===== config.mk =====
export PLATFORM = sky130hd
export DESIGN_NAME = seq_mult_ram_flat
export DESIGN_NICKNAME = d
export VERILOG_FILES = /design/src/rtl/seq_mult_ram_if.sv /design/src/rtl/seq_mult_ram.sv /design/src/flat_wrapper.sv
export SDC_FILE = /design/constraint.sdc
export NUM_CORES = 1
export LEC_CHECK = 0
export BUFFER_PORTS_ARGS = -buffer_cell sky130_fd_sc_hd__buf_2
export CORE_UTILIZATION = 40
export CTS_CLUSTER_DIAMETER = 120
export CTS_CLUSTER_SIZE = 25
export DETAILED_ROUTE_END_ITERATION = 8
export PLACE_DENSITY = 0.56
export REMOVE_ABC_BUFFERS = 1
export SYNTH_ARGS = -nofsm -noshare
export SYNTH_HDL_FRONTEND = slang
export SYNTH_SLANG_ARGS = --single-unit

===== constraint.sdc =====
create_clock -name clk_i -period 2.77 [get_ports clk_i]
set_input_delay 0.1385 -clock clk_i [delete_from_list [all_inputs] [get_ports clk_i]]
set_output_delay 0.1385 -clock clk_i [all_outputs]
set_load 0.05 [all_outputs]

===== src/rtl/seq_mult_ram_if.sv =====
// Request/response bundle for seq_mult_ram: operand fetch, writeback address,
// RAM read port and the start/busy/done handshake.
interface seq_mult_ram_if #(
  parameter int unsigned W  = 4,
  parameter int unsigned RA = 3,
  parameter int unsigned DA = 3
);
  logic            start;
  logic            sgn;
  logic [RA-1:0]   ra1;
  logic [RA-1:0]   ra2;
  logic [DA-1:0]   dest_adr;
  logic            clear_mem;
  logic [DA-1:0]   rd_adr;
  logic [2*W-1:0]  rd_data;
  logic            busy;
  logic            done;
  logic [2*W-1:0]  result;

  modport master (
    output start, sgn, ra1, ra2, dest_adr, clear_mem, rd_adr,
    input  rd_data, busy, done, result
  );

  modport slave (
    input  start, sgn, ra1, ra2, dest_adr, clear_mem, rd_adr,
    output rd_data, busy, done, result
  );
endinterface


===== src/rtl/seq_mult_ram.sv =====
// Sequential shift-add multiplier: operands from a constant ROM, 2W-bit product
// written to a result RAM with a registered read port.
module seq_mult_ram #(
  parameter int unsigned           W         = 4,
  parameter int unsigned           ROM_DEPTH = 8,
  parameter int unsigned           RAM_DEPTH = 8,
  parameter logic [ROM_DEPTH*W-1:0] ROM_DATA = {4'hF, 4'hA, 4'h5, 4'h4, 4'h3, 4'h2, 4'h1, 4'h0}
) (
  input  logic          clk_i,
  input  logic          rst_ni,
  seq_mult_ram_if.slave bus_io
);
  localparam int unsigned RA   = $clog2(ROM_DEPTH);
  localparam int unsigned DA   = $clog2(RAM_DEPTH);
  localparam int unsigned CntW = (W > 1) ? $clog2(W) : 1;

  typedef enum logic [1:0] {StIdle, StLoad, StMult, StWrite} state_e;

  state_e             state_q, state_d;
  logic [RA-1:0]      ra1_q, ra1_d, ra2_q, ra2_d;
  logic [DA-1:0]      dest_q, dest_d;
  logic               sgn_q, sgn_d, neg_q, neg_d, done_q, done_d;
  logic [2*W-1:0]     mcand_q, mcand_d, acc_q, acc_d, result_q, result_d, rd_data_q, prod;
  logic [W-1:0]       mplier_q, mplier_d, op_a, op_b, mag_a, mag_b;
  logic [CntW-1:0]    cnt_q, cnt_d;
  logic               we;
  logic [W-1:0]       rom [ROM_DEPTH];
  logic [2*W-1:0]     mem_q [RAM_DEPTH];

  always_comb begin
    for (int i = 0; i < int'(ROM_DEPTH); i++) rom[i] = ROM_DATA[i*W +: W];
  end

  assign op_a  = rom[ra1_q];
  assign op_b  = rom[ra2_q];
  // In signed mode the most negative value maps to 2^(W-1), which still fits in W unsigned bits.
  assign mag_a = (sgn_q && op_a[W-1]) ? (~op_a + W'(1)) : op_a;
  assign mag_b = (sgn_q && op_b[W-1]) ? (~op_b + W'(1)) : op_b;
  assign prod  = neg_q ? ((2*W)'(0) - acc_q) : acc_q;

  always_comb begin
    state_d  = state_q;
    ra1_d    = ra1_q;
    ra2_d    = ra2_q;
    dest_d   = dest_q;
    sgn_d    = sgn_q;
    neg_d    = neg_q;
    mcand_d  = mcand_q;
    mplier_d = mplier_q;
    acc_d    = acc_q;
    cnt_d    = cnt_q;
    result_d = result_q;
    done_d   = 1'b0;
    we       = 1'b0;
    unique case (state_q)
      StIdle: begin
        if (bus_io.start) begin
          ra1_d   = bus_io.ra1;
          ra2_d   = bus_io.ra2;
          dest_d  = bus_io.dest_adr;
          sgn_d   = bus_io.sgn;
          state_d = StLoad;
        end
      end
      StLoad: begin
        mcand_d  = {{W{1'b0}}, mag_a};
        mplier_d = mag_b;
        neg_d    = sgn_q & (op_a[W-1] ^ op_b[W-1]);
        acc_d    = '0;
        cnt_d    = '0;
        state_d  = StMult;
      end
      StMult: begin
        if (mplier_q[0]) acc_d = acc_q + (mcand_q << cnt_q);
        mplier_d = mplier_q >> 1;
        cnt_d    = cnt_q + CntW'(1);
        if (cnt_q == CntW'(W - 1)) state_d = StWrite;
      end
      StWrite: begin
        result_d = prod;
        done_d   = 1'b1;
        we       = 1'b1;
        state_d  = StIdle;
      end
      default: state_d = StIdle;
    endcase
  end

  always_ff @(posedge clk_i or negedge rst_ni) begin
    if (!rst_ni) begin
      state_q  <= StIdle;
      ra1_q    <= '0;
      ra2_q    <= '0;
      dest_q   <= '0;
      sgn_q    <= 1'b0;
      neg_q    <= 1'b0;
      mcand_q  <= '0;
      mplier_q <= '0;
      acc_q    <= '0;
      cnt_q    <= '0;
      result_q <= '0;
      done_q   <= 1'b0;
    end else begin
      state_q  <= state_d;
      ra1_q    <= ra1_d;
      ra2_q    <= ra2_d;
      dest_q   <= dest_d;
      sgn_q    <= sgn_d;
      neg_q    <= neg_d;
      mcand_q  <= mcand_d;
      mplier_q <= mplier_d;
      acc_q    <= acc_d;
      cnt_q    <= cnt_d;
      result_q <= result_d;
      done_q   <= done_d;
    end
  end

  // Result RAM has no reset; a clear on the same edge as a write takes priority.
  always_ff @(posedge clk_i) begin
    if (bus_io.clear_mem) begin
      for (int i = 0; i < int'(RAM_DEPTH); i++) mem_q[i] <= '0;
    end else if (we) begin
      mem_q[dest_q] <= prod;
    end
  end

  always_ff @(posedge clk_i or negedge rst_ni) begin
    if (!rst_ni) rd_data_q <= '0;
    else         rd_data_q <= mem_q[bus_io.rd_adr];
  end

  assign bus_io.rd_data = rd_data_q;
  assign bus_io.busy    = (state_q != StIdle);
  assign bus_io.done    = done_q;
  assign bus_io.result  = result_q;
endmodule

===== src/flat_wrapper.sv =====
// flat-port wrapper written by rule: the top's interface ports become plain ports
module seq_mult_ram_flat 
#(
  parameter int unsigned           W         = 4,
  parameter int unsigned           ROM_DEPTH = 8,
  parameter int unsigned           RAM_DEPTH = 8,
  parameter logic [ROM_DEPTH*W-1:0] ROM_DATA = {4'hF, 4'hA, 4'h5, 4'h4, 4'h3, 4'h2, 4'h1, 4'h0}
)
  (clk_i, rst_ni, bus_io_start, bus_io_sgn, bus_io_ra1, bus_io_ra2, bus_io_dest_adr, bus_io_clear_mem, bus_io_rd_adr, bus_io_rd_data, bus_io_busy, bus_io_done, bus_io_result);
  seq_mult_ram_if #(.W(W)) bus_io_i ();
  input  logic clk_i;
  input  logic rst_ni;
  input wire logic [$bits(bus_io_i.start)-1:0] bus_io_start;
  input wire logic [$bits(bus_io_i.sgn)-1:0] bus_io_sgn;
  input wire logic [$bits(bus_io_i.ra1)-1:0] bus_io_ra1;
  input wire logic [$bits(bus_io_i.ra2)-1:0] bus_io_ra2;
  input wire logic [$bits(bus_io_i.dest_adr)-1:0] bus_io_dest_adr;
  input wire logic [$bits(bus_io_i.clear_mem)-1:0] bus_io_clear_mem;
  input wire logic [$bits(bus_io_i.rd_adr)-1:0] bus_io_rd_adr;
  output wire logic [$bits(bus_io_i.rd_data)-1:0] bus_io_rd_data;
  output wire logic [$bits(bus_io_i.busy)-1:0] bus_io_busy;
  output wire logic [$bits(bus_io_i.done)-1:0] bus_io_done;
  output wire logic [$bits(bus_io_i.result)-1:0] bus_io_result;
  assign bus_io_i.start = bus_io_start;
  assign bus_io_i.sgn = bus_io_sgn;
  assign bus_io_i.ra1 = bus_io_ra1;
  assign bus_io_i.ra2 = bus_io_ra2;
  assign bus_io_i.dest_adr = bus_io_dest_adr;
  assign bus_io_i.clear_mem = bus_io_clear_mem;
  assign bus_io_i.rd_adr = bus_io_rd_adr;
  assign bus_io_rd_data = bus_io_i.rd_data;
  assign bus_io_busy = bus_io_i.busy;
  assign bus_io_done = bus_io_i.done;
  assign bus_io_result = bus_io_i.result;
  seq_mult_ram #(.W(W), .ROM_DEPTH(ROM_DEPTH), .RAM_DEPTH(RAM_DEPTH), .ROM_DATA(ROM_DATA)) u_core (.clk_i(clk_i), .rst_ni(rst_ni), .bus_io(bus_io_i));
endmodule

==> results.yml <==
global_route:
  track_usage_pct: 16.4
  grt_pass1_wl_um: 17100
  antenna_found_initial: 1
  grt_pass1_vias: 3323
  overflow: 0
  grt_start_max_net_pins: 27
clock_tree:
  clk_pin_slew_ps: 70
  numCtsBuffers: 9
  cts_setup_buffers: 0
  cts_tree: "done"
  max-clock-path-buffers: 2
  clk_latency_ps: 350
  htree_levels: 3
  numClockSinks: 112
  root_buffer: "clkbuf_16"
floorplan:
  rows: 41
  core_um2: 12800
  die_h_um: 118
  io-pin-count: 35
  start_util_pct: 41.6
  dieArea_um2: 13800
  die_w_um: 118
detailed_routing:
  drt_iter0_drc: 168
  wl_um: 10900
  dr.pass1.iters: 4
  vias: 3266
  drc: 0
  avgViaCountPerCell: 5.17
  ant_nets: 0
  wl_per_cell_um: 17.2
synth:
  synthCells: 414
  synthTopCellsByArea: "edfxtp_1, dfrtp_1, mux4_1"
  ys_warn_count: 0
  synth.distinct_cells: 47
  syn_avg_cell_area_um2: 12.9
  synth_top_cell_by_area: "edfxtp_1"
  synthAdderAreaFrac_pct: 4.59
  synth_flop_cell: "edfxtp_1"
  synth_mux_area_share_pct: 14.4
  synth_seq_cells: 112
  synth_compound_area_share_pct: 6.16
  synth_top_family_by_area: "multiplexers"
  synth_simple_gate_area_share_pct: 11.4
  netlist_area_um2: 5340
  async_reset_ff_share_pct: 42.9
  synth_xor_xnor_area_share_pct: 2.25
  synth_edf_count: 64
  synth_top_cell_area_share_pct: 36.0
  ys_seq_area_share_pct: 58.5
worst_setup_path:
  crit_start: "u_core.cnt_q[0]$_DFFE_PN0P_"
  critPathKind: "flip-flop to flip-flop"
  path_cells: "inv_1 > and3_1 > ha_1 > fa_1 > a211oi_1 > nor2_1 > o2111ai_1 > o311ai_0"
  slowest_stage: "dfrtp_1"
  startpoint_type: "flip-flop"
  max_stage_delay_ps: 560
  endpoint_kind: "flip-flop"
  r2r_start: "u_core.cnt_q[0]$_DFFE_PN0P_"
  cp.required_ps: 2980
  path_max_fanout: 11
  arrival_ps: 2480
sta:
  setup_viol: 0
  maxSlewHeadroom_pct: 57.1
  tightest_slew_ps: 644
  fin_skew_ps: 10.3
  rsz0062_at_grt: "false"
  setup_tns_ps: 0
  fmax_mhz: 440
  fin_hold_ws_ps: 19.8
  hold_viol: 0
  maxSlewViolCount: 0
  finalCritPeriodShare_pct: 82.1
  fin_crit_ps: 2270
final_layout:
  antennaDiodeCount: 0
  mostFrequentLayoutCell: "nor2_1"
  multi_input_area_um2: 2070
  drive_gt1_share_pct: 19.3
  seqCellArea_um2: 3120
  nNetsFinal: 491
  fin_area_um2: 6020
  fill_cells: 1163
  area_growth_pct: 12.8
  final_cell_mix: "nor2_1, edfxtp_1, dfrtp_1"
power:
  powerDensity_nw_per_um2: 974
  p_leak_nw: 2.46
  vdd_ir_drop_max_mv: 0.427
hold_path:
  hold_path.class: "input pin to flip-flop"
  min_from: "bus_io_dest_adr[2]"
placed_design:
  hpwl_um: 7630
  dpl_cell_area_um2: 5720
  gp_congestion: 0.845
  portBuffers: 34
job:
  max-cap-violations: 0
status:
  status: "complete, no violations"
area by class of cell:
class / count / area share (%)
well taps: 172 / 3.57
repair buffers: 44 / 4.11
inverters: 18 / 1.12
clock inverters: 6 / 0.976
flip-flops and latches: 112 / 51.8
clock buffers: 10 / 3.97
multi-input cells: 270 / 34.4
state kept, by name, indices dropped and copies added (netlist names):
register	cells
u_core.mplier_q	4
u_core.neg_q	1
u_core.bus_io.result	8
u_core.ra1_q	3
u_core.bus_io.rd_data	8
u_core.ra2_q	3
u_core.acc_q	8
u_core.state_q	2
u_core.mem_q	64
u_core.dest_q	3
u_core.mcand_q	4
u_core.sgn_q	1
u_core.bus_io.done	1
u_core.cnt_q	2
path summary, 6_finish.rpt:
kind                                                        to  slack (ps)  depth (start not counted)
setup / recovery                   u_core.acc_q[6]$_DFFE_PN0P_         500                          8
hold / removal                    u_core.dest_q[2]$_DFFE_PN0P_          20                          2
setup reg to reg                   u_core.acc_q[6]$_DFFE_PN0P_         500                          8
hold reg to reg            u_core.bus_io.result[0]$_DFFE_PN0P_         510                          1
max in group asynchronous          u_core.cnt_q[0]$_DFFE_PN0P_        1650                          3
min in group asynchronous   u_core.bus_io.rd_data[0]$_DFF_PN0_         340                          2
worst max-delay path, delay by kind of cell (launching register included):
family,cells,cell delay [ps]
compound gates,3,560
buf+inv,1,110
fa+ha+maj,2,640
simple gates,2,260
flops,1,560
report_power, final:
part	total [W]	switching [W]	internal (W)
combinational	0.00216	0.00137	0.000796
sequential	0.00242	0.000298	0.00212
clock	0.00128	0.000622	0.000654
repair_timing:
item	in CTS	in global routing
hold buffers	1	0
resized for setup	0	0
endpoints found under the hold margin	25	0
Yosys cell counts, types with 4 or more instances:
cell type,instances
ha_1,18
xnor2_1,5
nand2b_1,10
nand3_1,7
mux2i_1,8
inv_1,17
edfxtp_1,64
dfrtp_1,48
mux4_1,15
clkbuf_1,9
o31ai_1,4
nor2_1,85
a21oi_1,17
nand2_1,19
mux2_2,24
xor2_1,5
nand3b_1,4
o21ai_0,13
routing by layer:
metal  global-route usage [%]  vias up  routed length [um]
met5                        0        -                  13
met4                     5.05        2                 182
met3                     3.59       17                 384
met2                     31.7       70                6010
met1                     17.4     1600                4280
li1                         -     1577                   -
kinds of logic after synthesis:
| logic type | after synthesis |
|---|---|
| fa+ha+maj | 19 |
| buf+inv | 32 |
| xor+xnor | 12 |
| compound gates | 53 |
| simple gates | 138 |
| mux | 48 |
| flops | 112 |
metrics by stage:
step | power, W | std cells | setup WS, ps | util [%]
floorplan | 0.00397 | 400 | 705 | -
global placement | 0.00457 | 615 | 578 | 44.6
detailed placement | 0.00465 | 615 | 544 | 44.6
CTS | 0.00592 | 632 | 513 | 47.0
global route | 0.00622 | 632 | 305 | 47.0
finish | 0.00586 | 632 | 496 | 47.0
Note: power is estimated with default switching activity, not from simulation.
